`src/rtl/dbg_pkg.sv`:
```
// Shared definitions for the data-memory debug dump path: FSM encoding,
// byte ordering on the UART link and debug-link field widths.
package dbg_pkg;

    localparam int DBG_ADDR_W = 32;
    localparam int DBG_DATA_W = 32;
    localparam int TX_BYTE_W  = 8;

    // Words leave the dumper most-significant byte first
    localparam logic BYTE_ORDER_MSB_FIRST = 1'b1;
    localparam logic [1:0] BYTE_LAST_IDX  = 2'd3;

    localparam logic [2:0] ST_IDLE_ENC    = 3'd0;
    localparam logic [2:0] ST_SETUP_ENC   = 3'd1;
    localparam logic [2:0] ST_WAIT_ENC    = 3'd2;
    localparam logic [2:0] ST_CAPTURE_ENC = 3'd3;
    localparam logic [2:0] ST_SEND_ENC    = 3'd4;
    localparam logic [2:0] ST_NEXT_ENC    = 3'd5;
    localparam logic [2:0] ST_DONE_ENC    = 3'd6;

    typedef enum logic [2:0] {
        ST_IDLE    = ST_IDLE_ENC,
        ST_SETUP   = ST_SETUP_ENC,
        ST_WAIT    = ST_WAIT_ENC,
        ST_CAPTURE = ST_CAPTURE_ENC,
        ST_SEND    = ST_SEND_ENC,
        ST_NEXT    = ST_NEXT_ENC,
        ST_DONE    = ST_DONE_ENC
    } dbg_state_e;

    // Select the idx-th transmitted byte of a word, honouring the link byte order
    function automatic logic [TX_BYTE_W-1:0] get_byte(input logic [DBG_DATA_W-1:0] word,
                                                      input logic [1:0] idx);
        logic [1:0]           sel;
        logic [TX_BYTE_W-1:0] b;
        if (BYTE_ORDER_MSB_FIRST) begin
            sel = 2'd3 - idx;
        end else begin
            sel = idx;
        end
        case (sel)
            2'd3:    b = word[31:24];
            2'd2:    b = word[23:16];
            2'd1:    b = word[15:8];
            2'd0:    b = word[7:0];
            default: b = 8'h00;
        endcase
        return b;
    endfunction

endpackage

```
`src/rtl/dbg_word_serializer.sv`:
```
// Turns one loaded 32-bit word into four bytes on a valid/ready link.
// tx_valid is only dropped after the final byte's handshake.
module dbg_word_serializer
    import dbg_pkg::*;
(
    input  logic                  clk,
    input  logic                  rst,
    input  logic                  load,
    input  logic [DBG_DATA_W-1:0] load_word,
    input  logic                  tx_ready,
    output logic [TX_BYTE_W-1:0]  tx_data,
    output logic                  tx_valid,
    output logic                  tx_last
);

    logic [DBG_DATA_W-1:0] word_buf_r;
    logic [1:0]            byte_idx_r;
    logic [TX_BYTE_W-1:0]  tx_data_r;
    logic                  tx_valid_r;
    logic                  handshake_s;

    assign handshake_s = tx_valid_r && tx_ready;
    assign tx_data     = tx_data_r;
    assign tx_valid    = tx_valid_r;
    assign tx_last     = (byte_idx_r == BYTE_LAST_IDX);

    // Word buffer, byte pointer and the registered byte presented to the link
    always_ff @(posedge clk or posedge rst) begin
        if (rst) begin
            word_buf_r <= 32'h0000_0000;
            byte_idx_r <= 2'd0;
            tx_data_r  <= 8'h00;
            tx_valid_r <= 1'b0;
        end else if (load) begin
            word_buf_r <= load_word;
            byte_idx_r <= 2'd0;
            tx_data_r  <= get_byte(load_word, 2'd0);
            tx_valid_r <= 1'b1;
        end else if (handshake_s) begin
            if (byte_idx_r == BYTE_LAST_IDX) begin
                tx_valid_r <= 1'b0;
            end else begin
                byte_idx_r <= byte_idx_r + 2'd1;
                tx_data_r  <= get_byte(word_buf_r, byte_idx_r + 2'd1);
            end
        end
    end

endmodule

```
`src/rtl/debug_mem_dumper.sv`:
```
// Dumps NUM_WORDS data-memory words over the debug read port and streams
// them MSB first to the debug UART. Owns the sweep FSM, counters and the
// address generator; byte sequencing lives in dbg_word_serializer.
module debug_mem_dumper
    import dbg_pkg::*;
#(
    parameter int NUM_WORDS = 32,
    parameter int ADDR_STEP = 1,
    parameter int READ_LAT  = 1
) (
    input  logic                  clk,
    input  logic                  rst,
    input  logic                  start,
    output logic                  dbg_on,
    output logic [DBG_ADDR_W-1:0] dbg_addr,
    input  logic [DBG_DATA_W-1:0] dbg_data,
    output logic [TX_BYTE_W-1:0]  tx_data,
    output logic                  tx_valid,
    input  logic                  tx_ready,
    output logic                  busy,
    output logic                  done
);

    localparam int WC_W  = $clog2(NUM_WORDS + 1);
    localparam int LAT_W = $clog2(READ_LAT + 1);
    localparam logic [WC_W-1:0]       WORD_LAST = WC_W'(NUM_WORDS - 1);
    localparam logic [LAT_W-1:0]      LAT_LAST  = LAT_W'(READ_LAT - 1);
    localparam logic [DBG_ADDR_W-1:0] ADDR_INC  = DBG_ADDR_W'(ADDR_STEP);

    dbg_state_e            state_r, state_s;
    logic [WC_W-1:0]       word_cnt_r;
    logic [LAT_W-1:0]      lat_cnt_r;
    logic [DBG_ADDR_W-1:0] dbg_addr_r;
    logic                  dbg_on_r;
    logic                  busy_r;
    logic                  done_r;
    logic                  load_s;
    logic                  tx_last_s;
    logic                  word_sent_s;

    assign dbg_on   = dbg_on_r;
    assign dbg_addr = dbg_addr_r;
    assign busy     = busy_r;
    assign done     = done_r;

    assign load_s      = (state_r == ST_CAPTURE);
    assign word_sent_s = tx_valid && tx_ready && tx_last_s;

    dbg_word_serializer u_ser (
        .clk      (clk),
        .rst      (rst),
        .load     (load_s),
        .load_word(dbg_data),
        .tx_ready (tx_ready),
        .tx_data  (tx_data),
        .tx_valid (tx_valid),
        .tx_last  (tx_last_s)
    );

    // FSM state register
    always_ff @(posedge clk or posedge rst) begin
        if (rst) begin
            state_r <= ST_IDLE;
        end else begin
            state_r <= state_s;
        end
    end

    // Next-state decode for the sweep
    always_comb begin
        state_s = state_r;
        case (state_r)
            ST_IDLE: begin
                if (start) begin
                    state_s = ST_SETUP;
                end else begin
                    state_s = ST_IDLE;
                end
            end
            ST_SETUP:   state_s = ST_WAIT;
            ST_WAIT: begin
                if (lat_cnt_r == LAT_LAST) begin
                    state_s = ST_CAPTURE;
                end else begin
                    state_s = ST_WAIT;
                end
            end
            ST_CAPTURE: state_s = ST_SEND;
            ST_SEND: begin
                if (word_sent_s) begin
                    state_s = ST_NEXT;
                end else begin
                    state_s = ST_SEND;
                end
            end
            ST_NEXT: begin
                if (word_cnt_r == WORD_LAST) begin
                    state_s = ST_DONE;
                end else begin
                    state_s = ST_WAIT;
                end
            end
            ST_DONE:    state_s = ST_IDLE;
            default:    state_s = ST_IDLE;
        endcase
    end

    // Registered port controls, counters and address generator
    always_ff @(posedge clk or posedge rst) begin
        if (rst) begin
            dbg_on_r   <= 1'b0;
            dbg_addr_r <= 32'h0000_0000;
            busy_r     <= 1'b0;
            done_r     <= 1'b0;
            word_cnt_r <= '0;
            lat_cnt_r  <= '0;
        end else begin
            done_r <= 1'b0;
            case (state_r)
                ST_IDLE: begin
                    if (start) begin
                        busy_r     <= 1'b1;
                        word_cnt_r <= '0;
                        dbg_addr_r <= 32'h0000_0000;
                    end
                end
                ST_SETUP: begin
                    dbg_on_r  <= 1'b1;
                    lat_cnt_r <= '0;
                end
                ST_WAIT: begin
                    if (lat_cnt_r != LAT_LAST) begin
                        lat_cnt_r <= lat_cnt_r + LAT_W'(1);
                    end
                end
                ST_NEXT: begin
                    if (word_cnt_r == WORD_LAST) begin
                        dbg_on_r <= 1'b0;
                        done_r   <= 1'b1;
                    end else begin
                        word_cnt_r <= word_cnt_r + WC_W'(1);
                        dbg_addr_r <= dbg_addr_r + ADDR_INC;
                        lat_cnt_r  <= '0;
                    end
                end
                ST_DONE: begin
                    busy_r <= 1'b0;
                end
                default: begin
                    busy_r <= busy_r;
                end
            endcase
        end
    end

endmodule

```
`config.mk`:
```
export PLATFORM = sky130hd
export DESIGN_NAME = debug_mem_dumper
export DESIGN_NICKNAME = d
export VERILOG_FILES = /design/src/rtl/dbg_pkg.sv /design/src/rtl/dbg_word_serializer.sv /design/src/rtl/debug_mem_dumper.sv
export SDC_FILE = /design/constraint.sdc
export NUM_CORES = 1
export LEC_CHECK = 0
export ABC_AREA = 1
export CAP_MARGIN = 10
export CORE_MARGIN = 4
export CORE_UTILIZATION = 48
export CTS_BUF_LIST = sky130_fd_sc_hd__clkbuf_16
export DETAILED_ROUTE_END_ITERATION = 8
export PLACE_DENSITY = 0.8
export SLEW_MARGIN = 5
export SYNTH_ARGS = -nofsm -noshare
export SYNTH_HDL_FRONTEND = slang
export SYNTH_HIERARCHICAL = 1
export SYNTH_SLANG_ARGS = --single-unit
```
`constraint.sdc`:
```
create_clock -name clk -period 1.5 [get_ports clk]
set_input_delay 0.3 -clock clk [delete_from_list [all_inputs] [get_ports clk]]
set_output_delay 0.3 -clock clk [all_outputs]
set_load 0.01 [all_outputs]
```
==> run metrics <==
routability cong. 0.867; Final nets 837; largest net degree at the start of global routing 45; GRT Overall Usage 0.244; H-tree levels 3; grt ovf 0; via/cell ratio 5.45; CP Max Fanout 4; worst clock skew 0.00790 ns; CP startpoint kind flop; hold crit path type in -> async; combinational share of power 0.417; clk_lat worst skew 0.34 ns; CTS tree built; status complete, but fails checks; vias in the first global route 5039; Max Clk Rate 583 MHz; core footprint 9370 sq um; initial antenna violation count 0; Leak Pwr 3.64 nW; # setup viols final 36; maxcap violations 0; HPWL after DPL 8610 microns; simple-gate share of the synthesized area 0.400; Yosys top cell area share 0.459; adder-cell share of the synthesized area 0.0160; Area Growth Syn to Fin 49.9%; Hold WS 0.324 ns; routed wire length per instance 16.6 microns; final worst path period share 1.14; worst reg2reg setup slack -0.22 ns; syn nets 671; antenna-violating nets left 0; max-slew violations 0; worst r2r src dbg_addr[1]; CTS buffer count 9; final core occ 0.750; I/O pins 80; Relative slew margins 0.809; WS Path Type reg -> reg; number of port buffers 79; Starting Density 0.500; register bit total from synthesis 86; multiplexer area fraction after synthesis 0; Post-Syn Area 4690 sq um; Pwr Total 10.0 mW; diode count 0; final setup margin -0.216 ns; r2r endpoint dbg_addr[18]; Switching Share 0.382; setup TNS -2.16 ns; die height 107 microns; hold buffer count at CTS 0; first-pass GRT wire length 22900 microns; Setup crit end kind flop; Arrival @ worst endpoint 1.95 ns; R2R depth 8; Internal 6.19 mW; Pre-antenna DRT Iters 7; Place WS -0.170 ns; Worst-path clk slew 0.07 ns; final hold viol count 0; most common cell after layout, fill and taps aside nand2_1; sequential group share of total power 0.334; Routed WL 15500 microns; xor/xnor share of the synthesized area 0.00374; Seq/Total Area, Yosys 0.459; Distinct cells, synth 35; initial DRC count 351; commonest cells after routing, fill and taps aside nand2_1 (240), dfrtp_1 (80), buf_4 (75), nor2_1 (53), inv_1 (50); Clk pwr share 0.248; ranking of synthesized cells by area dfrtp_1 (46%), nand2_1 (21%), nor2_1 (5.0%); switching power 3.82 mW; PwrDens 1430 nW/um^2; WP data required 1.73 ns; violated checks setup timing; Syn Inst Count 629; Longest Clk Path Bufs 2; synthesized area per cell 7.45 sq um; Fill cells 654; drc violations 0; layout cell share with drive strength beyond 1 0.288; Die Width 107 microns; row count 35; largest area contributor in the netlist dfrtp_1; Slew @ Worst Pin 0.286 ns; RSZ-0062 raised after global routing true; Peak VDD IR 1.03 mV; CTS Sinks 86; main combinational cell family by area after synthesis simple AND/OR/NAND/NOR gates; Period minus WS final 1.72 ns; Die ar. 11400 sq um; Root Driver clkbuf_16; Synth Area in Compound Gates 0.0414; Synthesis Warnings 6; via count 5065
[registers in the layout, summed over array words and instances, names as in the netlist, 2 cells and up]
name and flops:
dbg_addr 32, u_ser/word_buf_r 31, u_ser/tx_data 8, word_cnt_r 6, state_r 3, u_ser/byte_idx_r 2
[worst max path at each step]
stage | startpoint | endpoint | slack (ns) | cells past startpoint
finish | dbg_addr[1] | dbg_addr[18] | -0.22 | 8
global route | dbg_addr[1] | dbg_addr[18] | -0.26 | 8
CTS | word_cnt_r[0] | dbg_addr[5] | -0.07 | 11
detailed placement | start | dbg_addr[5] | -0.17 | 7
global placement | start | dbg_addr[5] | -0.12 | 7
floorplan | word_cnt_r[0] | dbg_addr[13] | 0.0001 | 10
[critical path: stages (launching register included)]
cell and delay, ns:
dfrtp_1 0.41, ha_2 0.23, inv_2 0.05, nor2_4 0.21, nand2_4 0.09, nor2_4 0.23, nand2_4 0.11, nor3_4 0.20
nor2_1 0.06
[timing repair]
| action | in CTS | in global routing |
|---|---|---|
| setup endpoints to repair | 63 | 48 |
| pin swaps | 17 | 34 |
| gates cloned | 3 | 1 |
| buffers inserted | 29 | 23 |
| gates resized for setup | 82 | 86 |
[stage by stage]
| step | area [sq um] | cells |
|---|---|---|
| floorplan | 4720 | 629 |
| global placement | 5920 | 860 |
| detailed placement | 5920 | 860 |
| CTS | 6610 | 908 |
| global route | 7030 | 929 |
| finish | 7030 | 929 |
[metal layers]
metal | up-vias | global-route usage | wire length [microns]
met1 | 2419 | 0.291 | 5620
met5 | - | 0 | 0
met4 | 0 | 0.0849 | 607
met3 | 76 | 0.0373 | 1110
li1 | 2299 | - | -
met2 | 271 | 0.447 | 8130
[cell usage after synthesis (all sizes together)]
library cell  number
nand2            271
dfrtp             86
nor2              77
inv               61
nand3             46
o21ai             22
buf               16
nand4             14
a21oi             10
ha                 6
nor3               5
or2                4
a31oi              2
clkbuf             2
xor2               2
a31o               1
and2               1
nor3b              1
o31ai              1
or3                1
[power by group through the flow]
stage	sequential, mW	combinational, mW	clock [mW]
CTS	3.31	3.85	2.48
detailed placement	3.34	3.51	0
global route	3.40	4.60	2.60
floorplan	3.34	2.18	0
finish	3.35	4.18	2.49
global placement	3.31	3.37	0
[cell families after synthesis]
kind of cell	count (synthesis)
simple gates	420
flops	86
buf+inv	79
compound gates	36
fa+ha+maj	6
xor+xnor	2
[area by class of cell]
type / instances / area [sq um] / share of cell area
multi-input cells: 465 / 2560 / 0.364
inverters: 61 / 241 / 0.0344
well taps: 129 / 161 / 0.0230
clock inverters: 7 / 103 / 0.0146
repair buffers: 172 / 1580 / 0.225
flip-flops and latches: 86 / 2160 / 0.307
clock buffers: 9 / 225 / 0.0320
No activity file was read; power rests on OpenSTA's default activity.
